**config.mk**
```make
export PLATFORM = sky130hd
export DESIGN_NAME = imem_loader
export DESIGN_NICKNAME = d
export VERILOG_FILES = /design/src/rtl/imem_loader.sv
export SDC_FILE = /design/constraint.sdc
export NUM_CORES = 1
export LEC_CHECK = 0
export CAP_MARGIN = 20
export CORE_ASPECT_RATIO = 2
export CORE_MARGIN = 10
export CORE_UTILIZATION = 55
export DETAILED_ROUTE_END_ITERATION = 8
export PLACE_DENSITY = 0.79
export SLEW_MARGIN = 10
export SYNTH_ARGS = -nofsm -noshare
export SYNTH_HDL_FRONTEND = slang
export SYNTH_SLANG_ARGS = --single-unit
```
**constraint.sdc**
```tcl
create_clock -name clk -period 3.2 [get_ports clk]
set_clock_uncertainty 0.2 [all_clocks]
set_input_delay 0.8 -clock clk [delete_from_list [all_inputs] [get_ports clk]]
set_output_delay 0.8 -clock clk [all_outputs]
set_load 0.02 [all_outputs]
```
**src/rtl/imem_loader.sv**
```systemverilog
// Boot loader: parses a host byte stream (word count, big-endian words, XOR checksum)
// into instruction-memory writes and releases the CPU reset once the image is verified.
module imem_loader #(
  parameter int ADDR_W = 8
) (
  input  logic              clk,
  input  logic              reset,
  input  logic              byte_valid,
  input  logic [7:0]        byte_data,
  output logic              byte_ready,
  output logic              imem_we,
  output logic [ADDR_W-1:0] imem_addr,
  output logic [31:0]       imem_wdata,
  output logic              cpu_reset,
  output logic              load_done,
  output logic              load_error
);

  localparam int         DEPTH   = 1 << ADDR_W;
  localparam logic [16:0] DEPTH_V = 17'(DEPTH);

  typedef enum logic [2:0] {
    HDR_HI,
    HDR_LO,
    DATA,
    CSUM,
    DONE,
    ERR
  } state_t;

  state_t            state;
  logic [7:0]        cnt_hi;
  logic [15:0]       words_left;
  logic [ADDR_W-1:0] waddr;
  logic [1:0]        byte_cnt;
  logic [7:0]        csum;
  logic [23:0]       shreg;

  logic              accept;
  logic [15:0]       hdr_n;

  assign accept = byte_valid && byte_ready;
  assign hdr_n  = {cnt_hi, byte_data};

  always_ff @(posedge clk) begin
    if (reset) begin
      state      <= HDR_HI;
      cnt_hi     <= 8'd0;
      words_left <= 16'd0;
      waddr      <= '0;
      byte_cnt   <= 2'd0;
      csum       <= 8'd0;
      shreg      <= 24'd0;
      byte_ready <= 1'b1;
      imem_we    <= 1'b0;
      imem_addr  <= '0;
      imem_wdata <= 32'd0;
      cpu_reset  <= 1'b1;
      load_done  <= 1'b0;
      load_error <= 1'b0;
    end else begin
      imem_we <= 1'b0;
      if (accept) begin
        case (state)
          HDR_HI: begin
            cnt_hi <= byte_data;
            state  <= HDR_LO;
          end
          HDR_LO: begin
            words_left <= hdr_n;
            if (hdr_n == 16'd0) begin
              state <= CSUM;
            end else if ({1'b0, hdr_n} > DEPTH_V) begin
              state      <= ERR;
              byte_ready <= 1'b0;
              load_error <= 1'b1;
            end else begin
              state <= DATA;
            end
          end
          DATA: begin
            // Only three bytes are kept; the fourth is merged straight into the write word.
            shreg    <= {shreg[15:0], byte_data};
            csum     <= csum ^ byte_data;
            byte_cnt <= byte_cnt + 2'd1;
            if (byte_cnt == 2'd3) begin
              imem_we    <= 1'b1;
              imem_addr  <= waddr;
              imem_wdata <= {shreg, byte_data};
              waddr      <= waddr + 1'b1;
              words_left <= words_left - 16'd1;
              if (words_left == 16'd1) begin
                state <= CSUM;
              end
            end
          end
          CSUM: begin
            byte_ready <= 1'b0;
            if (byte_data == csum) begin
              state     <= DONE;
              cpu_reset <= 1'b0;
              load_done <= 1'b1;
            end else begin
              state      <= ERR;
              load_error <= 1'b1;
            end
          end
          default: begin
          end
        endcase
      end
    end
  end

endmodule

```
; After elaboration in Yosys (flattened, before gate mapping)
; Cells that the tools add are included.
[classes]
add_sub_neg = 3
bitwise = 3
shift = 0
n_lt_le_gt_ge = 1
muxes = 16
div_mod_pow = 0
multipliers = 0
reduce_logical = 15
n_eq_ne = 11
[ops]
columns = cell, n
row1 = 16-bit one-hot mux with 2 select lines, 1
row2 = "16-bit by 1-bit == test with 1-bit output, second input constant", 1
row3 = "16-bit by 9-bit greater-than comparator with 1-bit output, second input constant", 1
row4 = 16-bit zero test, 1
row5 = 16-bit two-way mux, 1
row6 = "16-bit by 1-bit subtractor with 16-bit output, second input constant", 1
row7 = 3-bit two-way mux, 4
row8 = 3-bit one-hot mux with 4 select lines, 1
row9 = "2-bit inequality test, second input constant", 5
row10 = 3-bit AND reduction, 3
row11 = "8-bit by 1-bit adder with 8-bit output, second input constant", 1
row12 = 8-bit == test, 1
row13 = 4-bit AND reduction, 2
row14 = 8-bit bitwise XOR, 1
row15 = 1-bit two-way mux, 7
row16 = "3-bit by 2-bit == test with 1-bit output, second input constant", 2
row17 = 5-bit AND reduction, 1
row18 = 1-bit one-hot mux with 2 select lines, 2
row19 = 2-bit AND reduction, 2
row20 = 2-bit nonzero test, 2
row21 = 4-bit nonzero test, 1
row22 = "3-bit by 1-bit == test with 1-bit output, second input constant", 1
row23 = 3-bit zero test, 1
row24 = 3-bit OR reduction, 1
row25 = other kinds (4), 5
[totals]
mem_bits_rw = 0
out_inout_bits = 45
register_bits = 114
input_bits = 11
romBits = 0
latchBits = 0
n_memories = 0

; Longest topological paths before layout
; Gate-level depths: netlist of the first run.
[depth]
ltp_word = 4
mapped_depth = 8

; Worst setup path before layout of the first run
; No wires, ideal clock.
[synth_timing]
path_type = in2reg
start = input port byte_data[4]
end = register state[0]
arrival_ps = 1994
path_stages = 5
t_required_ps = 2926
path_buffers = 0
slack_ps = 931
cell_sequence = or4_4 nor2_2 xnor2_1 a311o_1 a31oi_2
[synth_via]
elab_chain_cells = 4
[synth_rtl]
columns = item, line
row1 = "start, declared", 9  ; input logic [7:0] byte_data,
row2 = 16-bit by 9-bit greater-than comparator with 1-bit output, 73  ; end else if ({1'b0, hdr_n} > DEPTH_V) begin
row3 = 3-bit two-way mux, 73
row4 = 3-bit two-way mux, 71  ; if (hdr_n == 16'd0) begin
row5 = 3-bit one-hot mux with 4 select lines *, 64  ; case (state)
row6 = "end signal, assigned", 67  ; state <= HDR_LO;
row7 = "end signal, assigned", 72  ; state <= CSUM;
row8 = "end signal, assigned", 74  ; state <= ERR;
row9 = "end, declared", 31  ; state_t state;
; Every way passes the cells marked *; elsewhere a longest branch is shown, timed or not.
; A chain may end at the register's enable or synchronous reset.

; Worst setup path in the final report of the first run
[layout_timing]
start = input port byte_data[0]
end = register state[0]
; Same word-level chain as after synthesis.

==> summary by stage, run 1 <==
Synthesis
The number of enable-type register cells in the synthesized netlist is 0. The synthesized instance count is 576. In the synthesized netlist the dominant register cell turns out to be sky130_fd_sc_hd__dfxtp_1. Of all flip-flops after synthesis, the portion carrying an async set or reset was 0%. The count of state elements after synthesis is 114.

Sequential elements use 49.2% of the synthesized area. The synthesized netlist occupies a cell area of 0.00464 mm². The number of warnings reported in the yosys synthesis log is 0. Each instance of the synthesized netlist takes up on average 8.05 µm².

The count of cell types in the netlist is 51. Counting every net in the synthesized netlist gives 591.

Floorplanning
The number of rows in the core area is 47. Once the floorplan was initialized, standard cells occupied 56.3% of the core. The die extent in x is 84.9 µm. From bottom edge to top edge, the die measures around 150 µm. The core footprint is 0.00823 mm². The top-level port count is between 50 and 60. The die covers 0.0127 mm².

Global route
For this run, the total global-route usage over all layers was measured as 20.3%. The initial antenna violation count is 0. The residual overflow from global routing is 0. The via count of the first global-routing pass is 4161.

The first global-routing pass estimated ~21000 µm of wire. For met2 alone, demand over resource in global routing was a little over a third. The global routing stage identified its most utilized layer as met2. Entering global routing, the biggest net connects just under 60 pins. In the global route stage, met3 resource usage came out at about 6%. Global routing used between 10% and 20% of the available met1 tracks.

Place
Routability-driven placement finished with a final weighted congestion of ~0.95. Detailed placement finished with a half-perimeter wire length of 8800 µm. The number of buffer cells added on primary ports is 55.

Drt
The final wirelength is ~13000 µm. The number of vias per cell is 5.69. Detailed routing inserted a total of between 4000 and 5000 vias. The first TritonRoute pass finished after 5 iterations.

In this run the remaining antenna-violating nets after routing total 0. The routed length per placed instance is 17.4 µm. The remaining design rule violation count is 0. The detailed router finished its first iteration with 246 violations.

Clock tree
Post-CTS repair changed the size of 0 cells. The H-tree depth is 4. The hold buffer count at CTS is 0. The clock passes through at most 2 buffers. The clock buffer count from CTS is 17.

Clock-pin slew was measured on the worst setup and hold paths at 0.05 ns. The TritonCTS clock tree is yes. For the worst-skew pair, the clock arrives at the later sink with an insertion delay of between 0.4 and 0.5 ns. The number of clock sinks seen by CTS is 114.

CTS placed an instance of sky130_fd_sc_hd__clkbuf_16 at the clock tree root. The number of buffers added for setup after CTS is 0.

Status
The flow ran to the end, and the final reports show no timing, DRC or antenna violations.

Pwr
In this run switching power makes up 24.0% of total power. In this run the static leakage power is 2.11 nW. Combinational logic is responsible for a little under a tenth of the overall power.

In this run the power density over the cells is 639 mW/mm². The analysis attributes to net switching a power of 902 µW. The internal power is approximately 2.9 mW. In this run, flip-flops and latches consume between 40% and 50% of the power. The maximum resistive drop on vdd is 482 µV.

Per report_power, the clock group accounts for approximately 51% of the total.

Timing
Setup repair after global routing left no endpoint under its margin. The total count of hold-check failures in the final report is 0. The worst hold slack across all endpoints is between 0.2 and 0.3 ns. The minimum clock period is approximately 2.5 ns. For the pin with the worst max-slew slack, the measured transition is 0.852 ns. Derived from the worst setup path, the maximum achievable clock frequency is roughly 400 MHz.

The worst max-slew margin expressed relative to the limit is 43.2%. Setup violations remaining at the end of the flow were counted as 0. The final sum of negative setup slack is 0 ns.

The final critical path takes up 79.1% of the cycle. The count of pins over their slew limit was 0.

Finish
The area of the multi-input gates is roughly 0.0022 mm². 0 antenna diodes ended up in the layout. Leaving out fill and tap cells, the most frequent cell in the layout is sky130_fd_sc_hd__nand2_1.

Leaving out fill and tap cells, the most frequent cells in the layout are 150 x sky130_fd_sc_hd__nand2_1, 114 x sky130_fd_sc_hd__dfxtp_1, 85 x sky130_fd_sc_hd__a21oi_1. The synthesis-to-layout area growth is 26.7%. The net count reported at finish is 641.

The fill cell instance count of the final layout is 673. In the final layout, flip-flops and latches occupy 0.00228 mm². The post-route netlist has 8.29% of its cells at a drive strength greater than 1.

Worst hold path
The worst hold path belongs to the class reg2reg.

Worst setup path
The worst setup path is captured at a flip-flop. The worst setup path is launched from a primary input. The critical-path maximum fanout is 6. The data arrival at the endpoint of the critical path is 2.66 ns.

The required arrival time at the worst endpoint is between 3 and 4 ns. The critical path in this run is classified as in2reg.

Job
The tool flagged a number of max-cap violations equal to 0.
## cell usage after synthesis (2+ instances only)
master,number,area [µm²]
sky130_fd_sc_hd__xnor2_1,14,123
sky130_fd_sc_hd__or4_4,3,33.8
sky130_fd_sc_hd__a21oi_1,85,425
sky130_fd_sc_hd__inv_1,7,26.3
sky130_fd_sc_hd__nand2_1,150,563
sky130_fd_sc_hd__clkbuf_1,30,113
sky130_fd_sc_hd__a21o_1,3,22.5
sky130_fd_sc_hd__dfxtp_1,114,2280
sky130_fd_sc_hd__mux2i_1,8,80.1
sky130_fd_sc_hd__o21ai_0,9,45.0
sky130_fd_sc_hd__a22oi_1,3,22.5
sky130_fd_sc_hd__buf_2,7,35.0
sky130_fd_sc_hd__nor3_1,8,40.0
sky130_fd_sc_hd__a2bb2oi_1,2,17.5
sky130_fd_sc_hd__a211oi_1,2,15.0
sky130_fd_sc_hd__o21ai_1,7,35.0
sky130_fd_sc_hd__or4_1,2,15.0
sky130_fd_sc_hd__or3_1,2,12.5
sky130_fd_sc_hd__ha_1,4,50.1
sky130_fd_sc_hd__o22ai_1,2,12.5
sky130_fd_sc_hd__o22a_1,2,17.5
sky130_fd_sc_hd__and3_1,4,25.0
sky130_fd_sc_hd__and2_1,3,18.8
sky130_fd_sc_hd__a31oi_1,3,18.8
sky130_fd_sc_hd__nor2_1,49,184
sky130_fd_sc_hd__nand3_1,8,40.0
sky130_fd_sc_hd__nand3b_1,3,22.5
sky130_fd_sc_hd__and3b_1,2,17.5
sky130_fd_sc_hd__nand4_1,5,31.3
sky130_fd_sc_hd__xor2_1,11,96.3
sky130_fd_sc_hd__nor3b_1,2,15.0
sky130_fd_sc_hd__nor4_1,3,18.8
## critical path, cell delays in order
cell	delay, ns
sky130_fd_sc_hd__clkdlybuf4s50_1	0.54
sky130_fd_sc_hd__or4_4	0.59
sky130_fd_sc_hd__nor2_2	0.12
sky130_fd_sc_hd__xnor2_1	0.08
sky130_fd_sc_hd__a311o_1	0.36
sky130_fd_sc_hd__a31oi_2	0.18
## cells by family after synthesis
group | Yosys count | synth area share (%)
xor+xnor | 25 | 4.72
simple gates | 254 | 24.1
flops | 114 | 49.2
compound gates | 127 | 15.4
fa+ha+maj | 4 | 1.08
buf+inv | 44 | 3.75
mux | 8 | 1.73
## power by group through the flow
stage	Clock, mW	Sequential, mW	Combinational (mW)
after floorplan	0	1.51	0.248
after global placement	0	1.53	0.337
after detailed placement	0	1.53	0.344
after CTS	1.91	1.50	0.346
after global routing	1.98	1.51	0.385
final	1.90	1.51	0.350
## worst paths after layout
path                            depth (start not counted)           end    startpoint  slack [ns]
worst max register to register                          6      shreg[9]      state[1]        0.75
worst max-delay path                                    6      state[0]  byte_data[0]        0.67
worst min-delay path                                    2  imem_addr[7]  imem_addr[7]        0.25
worst min register to register                          2  imem_addr[7]  imem_addr[7]        0.25
## state kept, by name, indices dropped and copies added (netlist names)
| register | cells |
|---|---|
| csum | 8 |
| byte_cnt | 2 |
| load_error | 1 |
| waddr | 8 |
| byte_ready | 1 |
| cpu_reset | 1 |
| cnt_hi | 8 |
| state | 3 |
| imem_addr | 8 |
| words_left | 16 |
| imem_we | 1 |
| load_done | 1 |
| shreg | 24 |
| imem_wdata | 32 |
## metrics by stage
| step | setup slack (ns) | utilization [%] | cells | cell area [µm²] | total power [mW] |
|---|---|---|---|---|---|
| finish | 0.668 | 71.4 | 737 | 5880 | 3.76 |
| global route | 0.556 | 71.4 | 737 | 5880 | 3.87 |
| CTS | 0.670 | 71.4 | 737 | 5880 | 3.76 |
| detailed placement | 0.283 | 64.1 | 705 | 5280 | 1.88 |
| global placement | 0.348 | 64.1 | 705 | 5280 | 1.87 |
| floorplan | 0.931 | - | 576 | 4640 | 1.76 |
## cell type report
type | count | area share [%]
timing repair buffer | 68 | 11.2
inverter | 7 | 0.447
sequential | 114 | 38.8
multi-input combinational | 418 | 37.3
clock buffer | 22 | 7.90
clock inverter | 10 | 2.26
tap | 98 | 2.09
## metal layers
layer / up-vias / share of wire (%)
met2: 149 / 52
met5: - / 0
li1: 2036 / -
met1: 1951 / 36
met4: 0 / 5.8
met3: 54 / 5.7
Note: power is estimated with default switching activity, not from simulation.
==> inputs of run 2 (changes only) <==
==> constraint.sdc (replaced) <==
create_clock -name clk -period 2.55 [get_ports clk]
set_clock_uncertainty 0.2 [all_clocks]
set_input_delay 0.6375 -clock clk [delete_from_list [all_inputs] [get_ports clk]]
set_output_delay 0.6375 -clock clk [all_outputs]
set_load 0.02 [all_outputs]
==> summary by stage, run 2 (synthesis results as in run 1) <==
Drt
The vias after detailed routing is 4381 (+4.6%). The final wirelength came to 13000 µm (+1.5%). The starting DRC count in detailed routing was 298 (+21%). The number of vias per cell is 5.78 (+1.7%). The routed length per placed instance is 17.1 µm (-1.3%). The number of nets with antenna violations after detailed routing is 0 (unchanged). The number of optimization iterations in the first detailed-route pass is 6 (+1).

The remaining design rule violation count is 0 (unchanged).

Worst setup path
The family with the most delay on the worst path is buffers and inverters. The maximum cell stage delay along the critical path came to 0.66 ns (+0.07 ns). STA classifies the critical path endpoint as an output pin. The required arrival time at the worst endpoint is 1.71 ns (-1.62 ns). The logic depth of the worst register-to-register path came to 5 (-1). The standard cell with the maximum stage delay on the critical path is sky130_fd_sc_hd__clkdlybuf4s50_1.

The class of the most critical setup path is reg2out. The data arrival at the endpoint of the critical path came to 1.53 ns (-1.13 ns). The setup slack on the worst flop-to-flop path is 0.34 ns (-0.41 ns). In this run the worst setup path terminates at cpu_reset. The worst register-to-register path ends at cnt_hi[0]. The start of the worst register-to-register path is state[1]. STA classifies the critical path startpoint as a flip-flop. The critical-path maximum fanout is 2 (-4). The number of cells on the critical path is 1 (-5).

In this run the worst setup path begins at cpu_reset. The buffering stage count on the worst path with inverters included is 1 (unchanged). Walking the worst path, the cells encountered are clkdlybuf4s50_1.

Place
The global placement routability congestion is 0.902 (-5.1%). The number of buffer cells added on primary ports is 55 (unchanged). The half-perimeter wire length after detailed placement came to 8970 µm (+2.0%).

Timing
The final sum of negative setup slack was 0 ns (unchanged). The slew at the pin closest to its max-slew limit is 0.670 ns (-0.181 ns). Setup repair after global routing left no endpoint under its margin.

The count of pins over their slew limit was 0 (unchanged). The minimum clock period is 2.37 ns. The final count of negative-setup-slack endpoints came to 0 (unchanged). The final worst-path cycle share is 93.0%. The worst max-slew margin expressed relative to the limit came to 55.3% (+12 points).

Based on the critical path, the design can be clocked at up to 422 MHz. The total count of hold-check failures in the final report was 0 (unchanged).

Finish
The fill cell instance count of the final layout came to 633 (-5.9%). The share of the core filled with cells is 74.0% (+2.6 points). The largest registers in the layout are imem_wdata: 32 flops, shreg: 24 flops, words_left: 16 flops. The fraction of final layout cells with drive strength greater than 1 is 11.2% (+2.9 points). The library cells used most frequently in the layout, excluding fill and tap cells, are 150 x sky130_fd_sc_hd__nand2_1, 114 x sky130_fd_sc_hd__dfxtp_1, 85 x sky130_fd_sc_hd__a21oi_1. The diode insertion count for antenna repair came to 0 (unchanged). Leaving out fill and tap cells, the most frequent cell in the layout is sky130_fd_sc_hd__nand2_1. The number of flip-flops under the largest register name came to 32 (unchanged). The net count reported at finish is 663 (+3.4%).

Counting flops per register, the top entry is imem_wdata. The synthesis-to-layout area growth is 31.3%.

Clock tree
TritonCTS built the clock tree. The root buffer cell is sky130_fd_sc_hd__clkbuf_16. The count of instances resized after the clock tree is built is 0 (unchanged). The clock buffer count from CTS was 17 (unchanged).

The hold buffer count at CTS is 0 (unchanged). The maximum count of clock buffers along a single path is 2 (unchanged). The number of clock sinks seen by CTS was 114 (unchanged). The clock slew seen by the registers of the worst setup and hold paths is 0.05 ns (about the same). The clock latency on the worst-skew pair was 0.41 ns (about the same). The number of buffers added for setup after CTS is 0 (unchanged).

The H-tree depth is 4 (unchanged).

Floorplanning
The initial standard-cell utilization of the core came to 56.3% (unchanged). The core footprint is 0.00823 mm² (unchanged). The number of rows in the core area is 47 (unchanged). The die extent in x came to 84.9 µm (unchanged).

The top-level port count came to 56 (unchanged). The area of the die is 0.0127 mm² (unchanged). The height of the chip is 150 µm (unchanged).

Global route
The residual overflow from global routing is 0 (unchanged). The total track usage came to 20.6% (+0.37 points). The initial antenna violation count is 0 (unchanged).

The via count of the first global-routing pass came to 4425 (+6.3%). The wire length of the first global-routing pass is 21100 µm (+2.2%). The pin count of the biggest net entering global routing was 45 (-22%).

Pwr
The power per unit of standard cell area is 774 mW/mm² (+21%). The clock power share came to 49.7% (-0.9 points). The total net switching power was 1.13 mW (+25%).

The maximum resistive drop on vdd is 603 µV (+25%). The share of power burned in registers is 39.9% (-0.2 points). The internal power is 3.59 mW (+26%).

The proportion of power drawn by combinational gates is 10.4% (+1.1 points). The switching share of power is 23.9% (-0.13 points). The static leakage is 2.22 nW (+5.5%).

Worst hold path
The path category of the worst min-delay check is reg2reg.

Job
The max-capacitance violation count came to 0 (unchanged).

Status
The run finished with clean final reports.
[run 2: changes by cell type in the layout (fill, tap and decap cells not counted), sizes merged]
cell	previous run	this run
buf	14	36
clkbuf	22	21
clkinv	7	6
clkinvlp	0	1
[run 2: layer usage]
layer / vias up / routed length [µm] / global-route usage (%)
met3: 57 / 733 / 6.37
met5: - / 0 / 0
li1: 2081 / - / -
met1: 2089 / 4550 / 19.0
met4: 0 / 910 / 16.6
met2: 154 / 6800 / 36.3
[run 2: per-stage QoR]
step                setup slack (ns)  std cells  total power, mW  hold WS (ns)  cell area [µm²]
floorplan                      0.444        576             2.21         0.232             4640
global placement             -0.0478        727             2.38         0.238             5510
detailed placement           -0.0930        727             2.40         0.244             5510
CTS                            0.163        758             4.73         0.252             6090
global route                   0.119        758             4.87         0.277             6090
finish                         0.178        758             4.72         0.252             6090
[run 2: worst register-to-register path: cells and delay by family (launching register included)]
| kind | cells | cell delay, ns |
|---|---|---|
| muxes | 1 | 0.27 |
| and+or+nand+nor | 3 | 0.97 |
| buffers and inverters | 1 | 0.19 |
| DFF | 1 | 0.45 |
[run 2: worst min path at each step]
stage                   startpoint        endpoint  cells after the start
finish              imem_wdata[19]  imem_wdata[19]                      2
floorplan                shreg[16]  imem_wdata[24]                      2
CTS                      shreg[17]  imem_wdata[25]                      2
detailed placement       shreg[17]  imem_wdata[25]                      2
global placement         shreg[19]  imem_wdata[27]                      2
global route             shreg[17]  imem_wdata[25]                      2
[run 2: area by class of cell]
class	count	area (µm²)	area share, %
flip-flops and latches	114	2280	37.5
multi-input cells	418	2190	35.9
repair buffers	90	886	14.5
clock buffers	21	450	7.39
clock inverters	10	135	2.22
well taps	98	123	2.01
inverters	7	26.3	0.431
[run 2: power by group through the flow]
stage               clock, mW  combinational (mW)  sequential (mW)
finish                   2.34               0.490             1.88
CTS                      2.36               0.487             1.88
global route             2.45               0.535             1.89
detailed placement          0               0.480             1.92
floorplan                   0               0.312             1.90
global placement            0               0.469             1.92
==> inputs of run 3 (changes only) <==
--- a/config.mk
+++ b/config.mk
@@ -8,9 +8,8 @@
 export CAP_MARGIN = 20
 export CORE_ASPECT_RATIO = 2
 export CORE_MARGIN = 10
-export CORE_UTILIZATION = 55
+export CORE_UTILIZATION = 37
 export DETAILED_ROUTE_END_ITERATION = 8
-export PLACE_DENSITY = 0.79
 export SLEW_MARGIN = 10
 export SYNTH_ARGS = -nofsm -noshare
 export SYNTH_HDL_FRONTEND = slang
==> summary by stage, run 3 (synthesis results as in run 1) <==
Status
The run finished with clean final reports.

Worst setup path
The worst setup path is launched from a flip-flop. The family with the most delay on the worst path is buffers and inverters. The setup slack on the worst flop-to-flop path is 0.38 ns (+0.04 ns). The critical path goes through clkdlybuf4s50_1. The required arrival time at the worst endpoint was 1.71 ns (about the same). The nature of the critical path endpoint is an output pin. The slowest stage of the critical path belongs to the cell sky130_fd_sc_hd__clkdlybuf4s50_1. The data arrival at the endpoint of the critical path is 1.50 ns (-0.03 ns). The buffering stage count on the worst path with inverters included is 1 (unchanged).

The class of the most critical setup path is reg2out. The critical-path maximum fanout is 2 (unchanged). The maximum cell stage delay along the critical path is 0.66 ns (about the same).

Pwr
The total net switching power was 1.16 mW (+3.2%). The switching share of power is 23.1% (-0.74 points). The proportion of power drawn by combinational gates is 10.2% (-0.2 points). The internal power came to 3.86 mW (+7.5%). The total chip power is 5.02 mW (+6.5%).

The clock power share was 52.3% (+2.6 points). The static leakage was 2.30 nW (+3.5%). The maximum resistive drop on vdd is 585 µV (-3.1%). The power per unit of standard cell area is 801 mW/mm² (+3.4%). The share of power burned in registers is 37.5% (-2.4 points).

Worst hold path
The worst hold path belongs to the class reg2reg.

Drt
The vias after detailed routing is 4253 (-2.9%). The remaining design rule violation count is 0 (unchanged). The number of optimization iterations in the first detailed-route pass came to 5 (-1).

The final wirelength was 13300 µm (+2.2%). The starting DRC count in detailed routing was 219 (-27%). The number of nets with antenna violations after detailed routing is 0 (unchanged). The number of vias per cell is 5.20 (-10%). The routed length per placed instance is 16.2 µm (-5.3%).

Timing
The count of pins over their slew limit is 0 (unchanged). The slew at the pin closest to its max-slew limit is 0.537 ns (-0.133 ns). The final worst-path cycle share is 91.8% (-1.3 points). The total count of hold-check failures in the final report is 0 (unchanged). The achievable clock frequency is 427 MHz (+1.4%). The worst hold slack across all endpoints is 0.252 ns (-0.000292 ns). The final sum of negative setup slack is 0 ns (unchanged).

The worst max-slew margin expressed relative to the limit is 63.9% (+8.6 points). The minimum clock period is 2.34 ns (-0.0325 ns). The setup slack after layout is 0.210 ns (+0.0325 ns). Setup repair after global routing left no endpoint under its margin. The final count of negative-setup-slack endpoints is 0 (unchanged).

Place
The global placement routability congestion is 0.893 (-1.1%). The worst setup timing slack at the placement stage is -0.161 ns (-0.0676 ns). The placed cell area is 0.00562 mm² (+2.0%).

The number of buffer cells added on primary ports is 55 (unchanged). The half-perimeter wire length after detailed placement was 9700 µm (+8.1%).

Clock tree
The number of clock sinks seen by CTS is 114 (unchanged). The clock slew seen by the registers of the worst setup and hold paths is 0.05 ns (about the same). The clock buffer count from CTS came to 17 (unchanged). The tree is rooted in a sky130_fd_sc_hd__clkbuf_16. TritonCTS built the clock tree.

The maximum count of clock buffers along a single path is 2 (unchanged). The H-tree depth was 4 (unchanged). The number of buffers added for setup after CTS is 0 (unchanged). The clock latency on the worst-skew pair is 0.41 ns (about the same).

The hold buffer count at CTS is 0 (unchanged). The count of instances resized after the clock tree is built came to 0 (unchanged).

Floorplanning
The initial standard-cell utilization of the core is 38.0% (-18 points). The core footprint is 0.0122 mm² (+48%). The top-level port count is 56 (unchanged). The die extent in x is 99.2 µm (+17%). The area of the die is 0.0177 mm² (+39%). The number of rows in the core area is 57 (+21%).

The height of the chip is 178 µm (+19%).

Finish
The library cell used most frequently in the layout, excluding fill and tap cells, is sky130_fd_sc_hd__nand2_1. The finished layout cell area is 0.00627 mm² (+3.0%). The net count reported at finish is 673 (+1.5%).

The largest registers in the layout are imem_wdata: 32 flops, shreg: 24 flops, words_left: 16 flops. The fill cell instance count of the final layout is 1167 (+84%). The diode insertion count for antenna repair came to 0 (unchanged). The number of flip-flops under the largest register name is 32 (unchanged). Compared with the post-synthesis result, the final layout area differs by 35.2%.

The sequential cell area is 0.00228 mm² (unchanged). The fraction of final layout cells with drive strength greater than 1 came to 12.7% (+1.5 points). The area of the multi-input gates is 0.00219 mm² (unchanged). Leaving out fill and tap cells, the most frequent cells in the layout are 150 x sky130_fd_sc_hd__nand2_1, 114 x sky130_fd_sc_hd__dfxtp_1, 85 x sky130_fd_sc_hd__a21oi_1. The largest register by flop count is imem_wdata.

Global route
The via count of the first global-routing pass was 4159 (-6.0%). The pin count of the biggest net entering global routing is 55 (+22%). The residual overflow from global routing was 0 (unchanged). The initial antenna violation count was 0 (unchanged). The wire length of the first global-routing pass is 21200 µm (+0.49%).

The total track usage was 15.0% (-5.6 points).

Job
The max-capacitance violation count came to 0 (unchanged).
## run 3: cell types whose count changed in the layout (fill, tap and decap cells not counted)
cell                        delta
sky130_fd_sc_hd__clkinv_2      -2
sky130_fd_sc_hd__clkinv_4      -1
sky130_fd_sc_hd__buf_4        +12
sky130_fd_sc_hd__clkbuf_8      +2
sky130_fd_sc_hd__buf_12        -2
sky130_fd_sc_hd__bufinv_16     +2
## run 3: final timing paths
check,endpoint,cells past startpoint,start
min,imem_wdata[21],2,imem_wdata[21]
max reg2reg,words_left[10],6,words_left[0]
min reg2reg,imem_wdata[21],2,imem_wdata[21]
max,load_error,1,load_error
## run 3: cell type report
type / instances / share of cell area (%)
clock inverters: 9 / 2.81
clock buffers: 23 / 7.62
repair buffers: 100 / 14.9
inverters: 7 / 0.419
multi-input cells: 418 / 34.9
flip-flops and latches: 114 / 36.4
well taps: 147 / 2.93
## run 3: layer usage
layer	routed length, µm	global-route usage (%)	up-vias
li1	-	-	2099
met1	5300	15.1	2009
met2	6920	27.1	116
met3	572	3.64	29
met4	478	9.06	0
met5	0	0	-
## run 3: power by group through the flow
| stage | Clock [mW] | Sequential [mW] | Combinational (mW) |
|---|---|---|---|
| 2_1_floorplan | 0 | 1.90 | 0.312 |
| 3_3_place_gp | 0 | 1.92 | 0.498 |
| 3_5_place_dp | 0 | 1.92 | 0.507 |
| 4_1_cts | 2.66 | 1.88 | 0.511 |
| 5_1_grt | 2.74 | 1.89 | 0.556 |
| 6_report | 2.63 | 1.88 | 0.513 |
## run 3: per-stage QoR
step                      util (%)  cells
after CTS                     51.4    818
after global placement        46.1    786
after floorplan                  -    576
after global routing          51.4    818
after detailed placement      46.1    786
final                         51.4    818
